$ cat config.mk
export PLATFORM = sky130hd
export DESIGN_NAME = calc_entry_ctrl
export DESIGN_NICKNAME = d
export VERILOG_FILES = /design/src/rtl/calc_pkg.sv /design/src/rtl/calc_entry_ctrl.sv
export SDC_FILE = /design/constraint.sdc
export NUM_CORES = 1
export LEC_CHECK = 0
export ABC_CLOCK_PERIOD_IN_PS = 1800
export CORE_MARGIN = 8
export CORE_UTILIZATION = 45
export DETAILED_ROUTE_END_ITERATION = 7
export PLACE_DENSITY = 0.84
export SLEW_MARGIN = 20
export SYNTH_ARGS = -nofsm -noshare
export SYNTH_HDL_FRONTEND = slang
export SYNTH_SLANG_ARGS = --single-unit
export TNS_END_PERCENT = 20
$ cat constraint.sdc
create_clock -name clk -period 1.8 [get_ports clk]
set_input_delay 0.27 -clock clk [delete_from_list [all_inputs] [get_ports clk]]
set_output_delay 0.27 -clock clk [all_outputs]
set_load 0.005 [all_outputs]
$ cat src/rtl/calc_pkg.sv
// Shared types for the calculator keypad front-end: key codes, FSM states and op encodings.
package calc_pkg;

   typedef enum logic [1:0] {
      KEY_DIGIT = 2'b00,
      KEY_ADD   = 2'b01,
      KEY_SUB   = 2'b10,
      KEY_EQ    = 2'b11
   } key_type_e;

   typedef enum logic [2:0] {
      S_A    = 3'd0,
      S_OP   = 3'd1,
      S_B    = 3'd2,
      S_EQ   = 3'd3,
      S_EXEC = 3'd4,
      S_OUT  = 3'd5
   } state_e;

   localparam logic OP_ADD = 1'b0;
   localparam logic OP_SUB = 1'b1;

endpackage

$ cat src/rtl/calc_entry_ctrl.sv
// Keypad-driven front-end for the combinational add/sub calculator: collects A, op, B, EQ,
// holds registered operands for the sibling calculator and captures its result one cycle later.
module calc_entry_ctrl
   import calc_pkg::*;
#(
   parameter int DW    = 4,
   parameter int CNT_W = 8
) (
   input  logic             clk,
   input  logic             rst_n,
   input  logic             clear,
   input  logic             key_valid,
   output logic             key_ready,
   input  logic [1:0]       key_type,
   input  logic [DW-1:0]    key_data,
   output logic [DW-1:0]    calc_a,
   output logic [DW-1:0]    calc_b,
   output logic             calc_op,
   input  logic [DW:0]      calc_result,
   output logic             res_valid,
   input  logic             res_ready,
   output logic [DW:0]      res_data,
   output logic             busy,
   output logic [CNT_W-1:0] op_count
);

   state_e           state_q, state_d;
   logic [DW-1:0]    calc_a_q, calc_a_d;
   logic [DW-1:0]    calc_b_q, calc_b_d;
   logic             calc_op_q, calc_op_d;
   logic [DW:0]      res_data_q, res_data_d;
   logic             res_valid_q, res_valid_d;
   logic [CNT_W-1:0] op_count_q, op_count_d;

   key_type_e kt;
   logic      key_fire;
   logic      entry_state;

   assign kt          = key_type_e'(key_type);
   assign entry_state = (state_q == S_A) || (state_q == S_OP) ||
                        (state_q == S_B) || (state_q == S_EQ);
   // clear masks ready so a key coincident with an abort is never consumed
   assign key_ready   = entry_state && !clear;
   assign key_fire    = key_valid && key_ready;

   always_comb begin
      state_d     = state_q;
      calc_a_d    = calc_a_q;
      calc_b_d    = calc_b_q;
      calc_op_d   = calc_op_q;
      res_data_d  = res_data_q;
      res_valid_d = res_valid_q;
      op_count_d  = op_count_q;

      if (clear) begin
         state_d     = S_A;
         calc_a_d    = '0;
         calc_b_d    = '0;
         calc_op_d   = OP_ADD;
         res_valid_d = 1'b0;
      end else begin
         case (state_q)
            S_A: begin
               if (key_fire && kt == KEY_DIGIT) begin
                  calc_a_d = key_data;
                  state_d  = S_OP;
               end
            end
            S_OP: begin
               if (key_fire) begin
                  case (kt)
                     KEY_DIGIT: calc_a_d = key_data;
                     KEY_ADD: begin
                        calc_op_d = OP_ADD;
                        state_d   = S_B;
                     end
                     KEY_SUB: begin
                        calc_op_d = OP_SUB;
                        state_d   = S_B;
                     end
                     default: ;
                  endcase
               end
            end
            S_B: begin
               if (key_fire) begin
                  case (kt)
                     KEY_DIGIT: begin
                        calc_b_d = key_data;
                        state_d  = S_EQ;
                     end
                     KEY_ADD: calc_op_d = OP_ADD;
                     KEY_SUB: calc_op_d = OP_SUB;
                     default: ;
                  endcase
               end
            end
            S_EQ: begin
               if (key_fire) begin
                  if (kt == KEY_DIGIT) calc_b_d = key_data;
                  else if (kt == KEY_EQ) state_d = S_EXEC;
               end
            end
            S_EXEC: begin
               // operands have been registered for a full cycle, so the result has settled
               res_data_d  = calc_result;
               res_valid_d = 1'b1;
               op_count_d  = op_count_q + CNT_W'(1);
               state_d     = S_OUT;
            end
            S_OUT: begin
               if (res_ready) begin
                  res_valid_d = 1'b0;
                  calc_a_d    = '0;
                  calc_b_d    = '0;
                  calc_op_d   = OP_ADD;
                  state_d     = S_A;
               end
            end
            default: state_d = S_A;
         endcase
      end
   end

   always_ff @(posedge clk or negedge rst_n) begin
      if (!rst_n) begin
         state_q     <= S_A;
         calc_a_q    <= '0;
         calc_b_q    <= '0;
         calc_op_q   <= OP_ADD;
         res_data_q  <= '0;
         res_valid_q <= 1'b0;
         op_count_q  <= '0;
      end else begin
         state_q     <= state_d;
         calc_a_q    <= calc_a_d;
         calc_b_q    <= calc_b_d;
         calc_op_q   <= calc_op_d;
         res_data_q  <= res_data_d;
         res_valid_q <= res_valid_d;
         op_count_q  <= op_count_d;
      end
   end

   assign calc_a    = calc_a_q;
   assign calc_b    = calc_b_q;
   assign calc_op   = calc_op_q;
   assign res_data  = res_data_q;
   assign res_valid = res_valid_q;
   assign op_count  = op_count_q;
   assign busy      = (state_q == S_EXEC) || (state_q == S_OUT);

endmodule

[Yosys cells after proc, flatten, opt, wreduce, memory -nomap -nowiden]
Index checks and enable logic that the tools add are counted.
Word-level totals
  memories kept: 0
  word-level logic and storage cells: 80
  bits in latches: 0
  memory bits (writable): 0
  flip-flop bits (word level): 26
  bits of input ports: 16
  output and inout port bits: 25
  ROM bits: 0
Operators by class
  eq/ne operators: 22
  bitwise logic cells: 1
  multipliers: 0
  shift-type cells: 0
  add/subtract/negate cells: 1
  reductions and logical operators: 23
  multiplexer cells: 26
  magnitude comparators: 0
  div/mod/pow operators: 0
Operators by type and width (number)
  3-bit 2-to-1 mux: 10
  4-bit 2-to-1 mux: 6
  3-bit inequality test (second input constant): 6
  3-bit case mux with 6 select lines: 1
  3-bit by 2-bit inequality test with 1-bit output (second input constant): 4
  4-bit case mux with 3 select lines: 1
  3-bit by 1-bit inequality test with 1-bit output (second input constant): 3
  9-bit AND reduction: 1
  3-bit nonzero test: 3
  8-bit by 1-bit adder with 8-bit output (second input constant): 1
  4-bit case mux with 2 select lines: 1
  4-bit AND reduction: 2
  3-bit by 2-bit == test with 1-bit output (second input constant): 2
  3-bit == test (second input constant): 2
  1-bit case mux with 2 select lines: 3
  2-bit OR reduction: 3
  5-bit AND reduction: 1
  2-bit == test (second input constant): 2
  1-bit logical OR: 4
  1-bit 2-to-1 mux: 4
  4-bit by 1-bit inequality test with 1-bit output (second input constant): 1
  2-bit AND reduction: 2
  4-bit nonzero test: 1
  3-bit by 1-bit == test with 1-bit output (second input constant): 1
  other kinds (6): 8

[Logic depth before layout (Yosys ltp)]
  depth in word-level cells: 10
  depth in mapped cells: 6
  gate-level depth less buffers: 6

[Worst setup path after synthesis]
No wires, ideal clock.
  path type: reg2reg
  start: register state_q[2]
  end: register calc_b_q[0] (netlist: calc_b[0])
  cell stages (with the launch flop): 6
  path buffers: 1
  arrival: 1.336 ns
  period minus slack after synthesis: 1.460 ns
  setup time: 0.125 ns
  data required time: 1.675 ns
  slack: 0.340 ns
  cell sequence: dfrtp_1 > buf_6 > nand2_1 > nor3_2 > a311oi_4 > mux2_2
Between the ends
  cells in the longest elaborated chain, start to end: 8
  elaborated cells on any way between the ends: 18
  those cells by class: eq/ne: 7; mux: 2; reduce/logical: 9
Ends and longest elaborated chain
  start: declaration: RTL line calc_entry_ctrl.sv:27  | state_e state_q, state_d;
  start signal: assignment: RTL line calc_entry_ctrl.sv:135  | state_q <= state_d;
  3-bit by 1-bit == test with 1-bit output / 3-bit zero test (equally long branches): RTL line calc_entry_ctrl.sv:40  | assign entry_state = (state_q == S_A) || (state_q == S_OP) ||
  1-bit logical OR (2 in series): RTL line calc_entry_ctrl.sv:40
  1-bit logical OR: RTL line calc_entry_ctrl.sv:41  | (state_q == S_B) || (state_q == S_EQ);
  1-bit logical AND: RTL line calc_entry_ctrl.sv:43  | assign key_ready = entry_state && !clear;
  1-bit logical AND: RTL line calc_entry_ctrl.sv:44  | assign key_fire = key_valid && key_ready;
  3-bit by 1-bit inequality test with 1-bit output (no line)
  4-bit AND reduction (no line)
  end signal: assignment: RTL line calc_entry_ctrl.sv:137  | calc_b_q <= calc_b_d;
  end: declaration: RTL line calc_entry_ctrl.sv:29  | logic [DW-1:0] calc_b_q, calc_b_d;
Parallel ways exist; a longest one is shown, timed or not.
A chain may end at the register's enable or synchronous reset.

[Worst setup path in the final report]
  start: register state_q[1]
  end: output busy
Between the ends
  cells in the longest elaborated chain, start to end: 2
  elaborated cells on any way between the ends: 3
  those cells by class: eq/ne: 2; reduce/logical: 1
Ends and longest elaborated chain
  3-bit == test: RTL line calc_entry_ctrl.sv:151  | assign busy = (state_q == S_EXEC) || (state_q == S_OUT);
  1-bit logical OR *: RTL line calc_entry_ctrl.sv:151
  end: declaration: RTL line calc_entry_ctrl.sv:23  | output logic busy,
Every way passes the cells marked *; elsewhere a longest branch is shown, timed or not.

==> impl_results.md <==
* Clock Skew at 0.00131 ns
* CP max FO at 2
* Initial core utilization at between 40 and 50%
* Setup Viol. Count Final at 0
* I/O Buffers at 40
* Vias in the first global route at 1187
* Primary FF master, synth: dfrtp_1
* CTS buffer count at 3
* Dpl hpwl at 2.57 mm
* CTS tree: yes
* Outcome: completed
* R2r setup slk at 0.11 ns
* Fillers at 231
* Post-synth ARST share at 100%
* Final cycle utilization of the critical path at 95.5%
* Fmax at around 580 MHz
* Crit. End Element: output pin
* Vias post-DR at approximately 1100
* CP Class: register to output pin
* Layout Nets at 190
* Vias per std cell at between 5 and 6
* Post-synthesis sequential area ratio at 48.8%
* Ports at between 40 and 50
* Post-Place Cells at 192
* Maximum vdd drop at 0.747 mV
* WP data arrival at approximately 1.5 ns
* Hold_buf cts at 0
* Cell taking the most area after synthesis: dfrtp_1
* Unique masters post-synth at 38
* Reg2reg path depth at 4
* Cells after Synth at 113
* First-pass GRT wire length at 5.73 mm
* Hold_ws at 0.301 ns
* Post-Syn Area per Cell at about 12 sq um
* Htree depth at 1
* HP Class: input pin to async pin
* Top cell type's share of synthesized area at 48.8%
* Relative slew slack at between 70% and 80%
* Share of cells above drive strength 1 at 26.0%
* Site row count at 19
* Max Slew Vio Count at 0
* DIE AREA at about 5000 sq um
* Largest net degree at the start of global routing at 27
* Area growth syn-to-layout at 42.3%
* Finished Layout Cells at 200
* Post-layout util at 68.2%
* Detail Route Antenna Nets at 0
* Synthesis-stage register bit count at 26
* Worst r2r src: state_q[1]$_DFFE_PN0P_
* Syn Nets at ~130
* Drt total wl at 3.27 mm
* Routability cong. at 0.799
* Synth Cell Area at 1330 sq um
* Crit path from: state_q[1]$_DFFE_PN0P_
* RR Endpoint: calc_b[2]$_DFFE_PN0P_
* Placeable Area at 2780 sq um
* Post-route DRC at 0
* Most frequent cell after synthesis: dfrtp_1
* Ys Warns at 0
* Initial antenna violation count at 0
* CP required at 1.53 ns
* Die W at 70.4 um
* Leakage at 0.858 nW
* CTS Sinks at 26
* Drt first pass iters at 4
* GRT Util Overall at 13.8%
* Actual slew at the worst max-slew pin at 0.420 ns
* CP Launch Type: register
* RSZ-0062 raised after global routing: no
* Area after DPL at 1830 sq um
* First-iteration detailed-routing DRC count at 24
* Clk_lat worst skew at around 0.32 ns
* Post-synth EDFFs at 0
* Die height at a little over 70 um
* Gr ovfl total at 0
* Top cells by area, synth: dfrtp_1, mux2_2, xnor2_1, ha_1, nand3_1
* Clock tree buffer depth at 2
* Fin. Hold Viols at 0
* Post-synth top cells: dfrtp_1, mux2_2, nand3_1
* WL/cell at 16.3 um
* Final min period at 1.72 ns
* Max-Cap Viols at 0
* Setup TNS Final at 0 ns
* Antenna fix cells at 0
* Design Area, Final at between 1500 and 2000 sq um
* PD cells at 927 nW/um^2
* Root buf cell: clkbuf_4
* CTS clk-pin slew, worst paths at 0.14 ns
report_power, final:
group / internal (mW) / switching (mW)
clock network: 0.124 / 0.168
registers: 0.704 / 0.118
logic: 0.398 / 0.247
total: 1.23 / 0.533
layer usage:
layer / global-route usage [%] / vias to the layer above / share of wire (%) / routed length (um)
met5: 0 / - / 0 / 0
met4: 3.57 / 0 / 0.89 / 29
met3: 5.79 / 4 / 8.8 / 289
met2: 22.3 / 35 / 48 / 1570
met1: 16.4 / 518 / 42 / 1380
li1: - / 518 / - / -
placed cells by master, fill, tap and decap left out:
| cell | instances |
|---|---|
| a2111oi_0 | 1 |
| a211oi_1 | 1 |
| a21oi_1 | 3 |
| a22oi_1 | 1 |
| a311oi_1 | 1 |
| a311oi_4 | 1 |
| a31o_2 | 1 |
| a31oi_1 | 1 |
| a41o_1 | 1 |
| and2_1 | 4 |
| and2b_2 | 1 |
| and2b_4 | 1 |
| and3_1 | 2 |
| and4_1 | 1 |
| and4b_1 | 1 |
| buf_4 | 17 |
| clkbuf_4 | 3 |
| clkbuf_8 | 1 |
| clkdlybuf4s50_1 | 40 |
| dfrtp_1 | 24 |
| dfrtp_2 | 2 |
| ha_1 | 4 |
| inv_1 | 4 |
| inv_2 | 1 |
| mux2_2 | 14 |
| mux2i_1 | 2 |
| nand2_1 | 4 |
| nand2b_1 | 2 |
| nand3_1 | 7 |
| nand3b_1 | 1 |
| nand4_1 | 3 |
| nor2_1 | 6 |
| nor2b_1 | 1 |
| nor3_1 | 1 |
| nor3_2 | 1 |
| nor3b_1 | 1 |
| nor4b_2 | 1 |
| o21ai_0 | 1 |
| xnor2_1 | 6 |
| xor2_1 | 1 |
layout make-up:
type | instances | area (sq um) | share of cell area, %
inverter | 5 | 18.8 | 0.989
sequential | 26 | 653 | 34.4
timing repair buffer | 57 | 528 | 27.8
tap | 31 | 38.8 | 2.04
multi-input combinational | 77 | 623 | 32.8
clock buffer | 4 | 36.3 | 1.91
state kept, by name, indices dropped and copies added, names as in the netlist:
register   flops
calc_a         4
op_count       8
calc_op        1
calc_b         4
state_q        3
res_valid      1
res_data       5
cells by family after synthesis:
logic type               share of synthesized area (%)
AO/OA/AOI/OAI                                     7.79
XOR/XNOR                                          4.60
adder cells (fa/ha/maj)                           3.75
buffers and inverters                             4.60
flip-flops                                        48.8
multiplexers                                      13.3
AND/OR/NAND/NOR                                   17.2
critical path, stage by stage, from the launching register on:
cell and delay [ns]:
dfrtp_2 0.43, and2b_2 0.21, clkdlybuf4s50_1 0.49
metrics by stage:
| stage | total power, mW | setup WS, ns |
|---|---|---|
| finish | 1.76 | 0.0806 |
| global route | 1.87 | 0.00657 |
| CTS | 1.77 | 0.000526 |
| detailed placement | 1.46 | -0.186 |
| global placement | 1.43 | -0.126 |
| floorplan | 1.12 | 0.340 |
how the worst max path moves through the flow:
stage | depth (start not counted) | to
floorplan | 5 | calc_b[0]$_DFFE_PN0P_
global placement | 8 | calc_a[0]$_DFFE_PN0P_
detailed placement | 8 | calc_a[2]$_DFFE_PN0P_
global route | 2 | key_ready
CTS | 2 | busy
finish | 2 | busy
timing repair:
item,CTS,global route
resized for setup,2,1
endpoints found under the hold margin,0,0
endpoints found under the setup margin,2,1
setup buffers,3,1
Note: power is estimated with default switching activity, not from simulation.
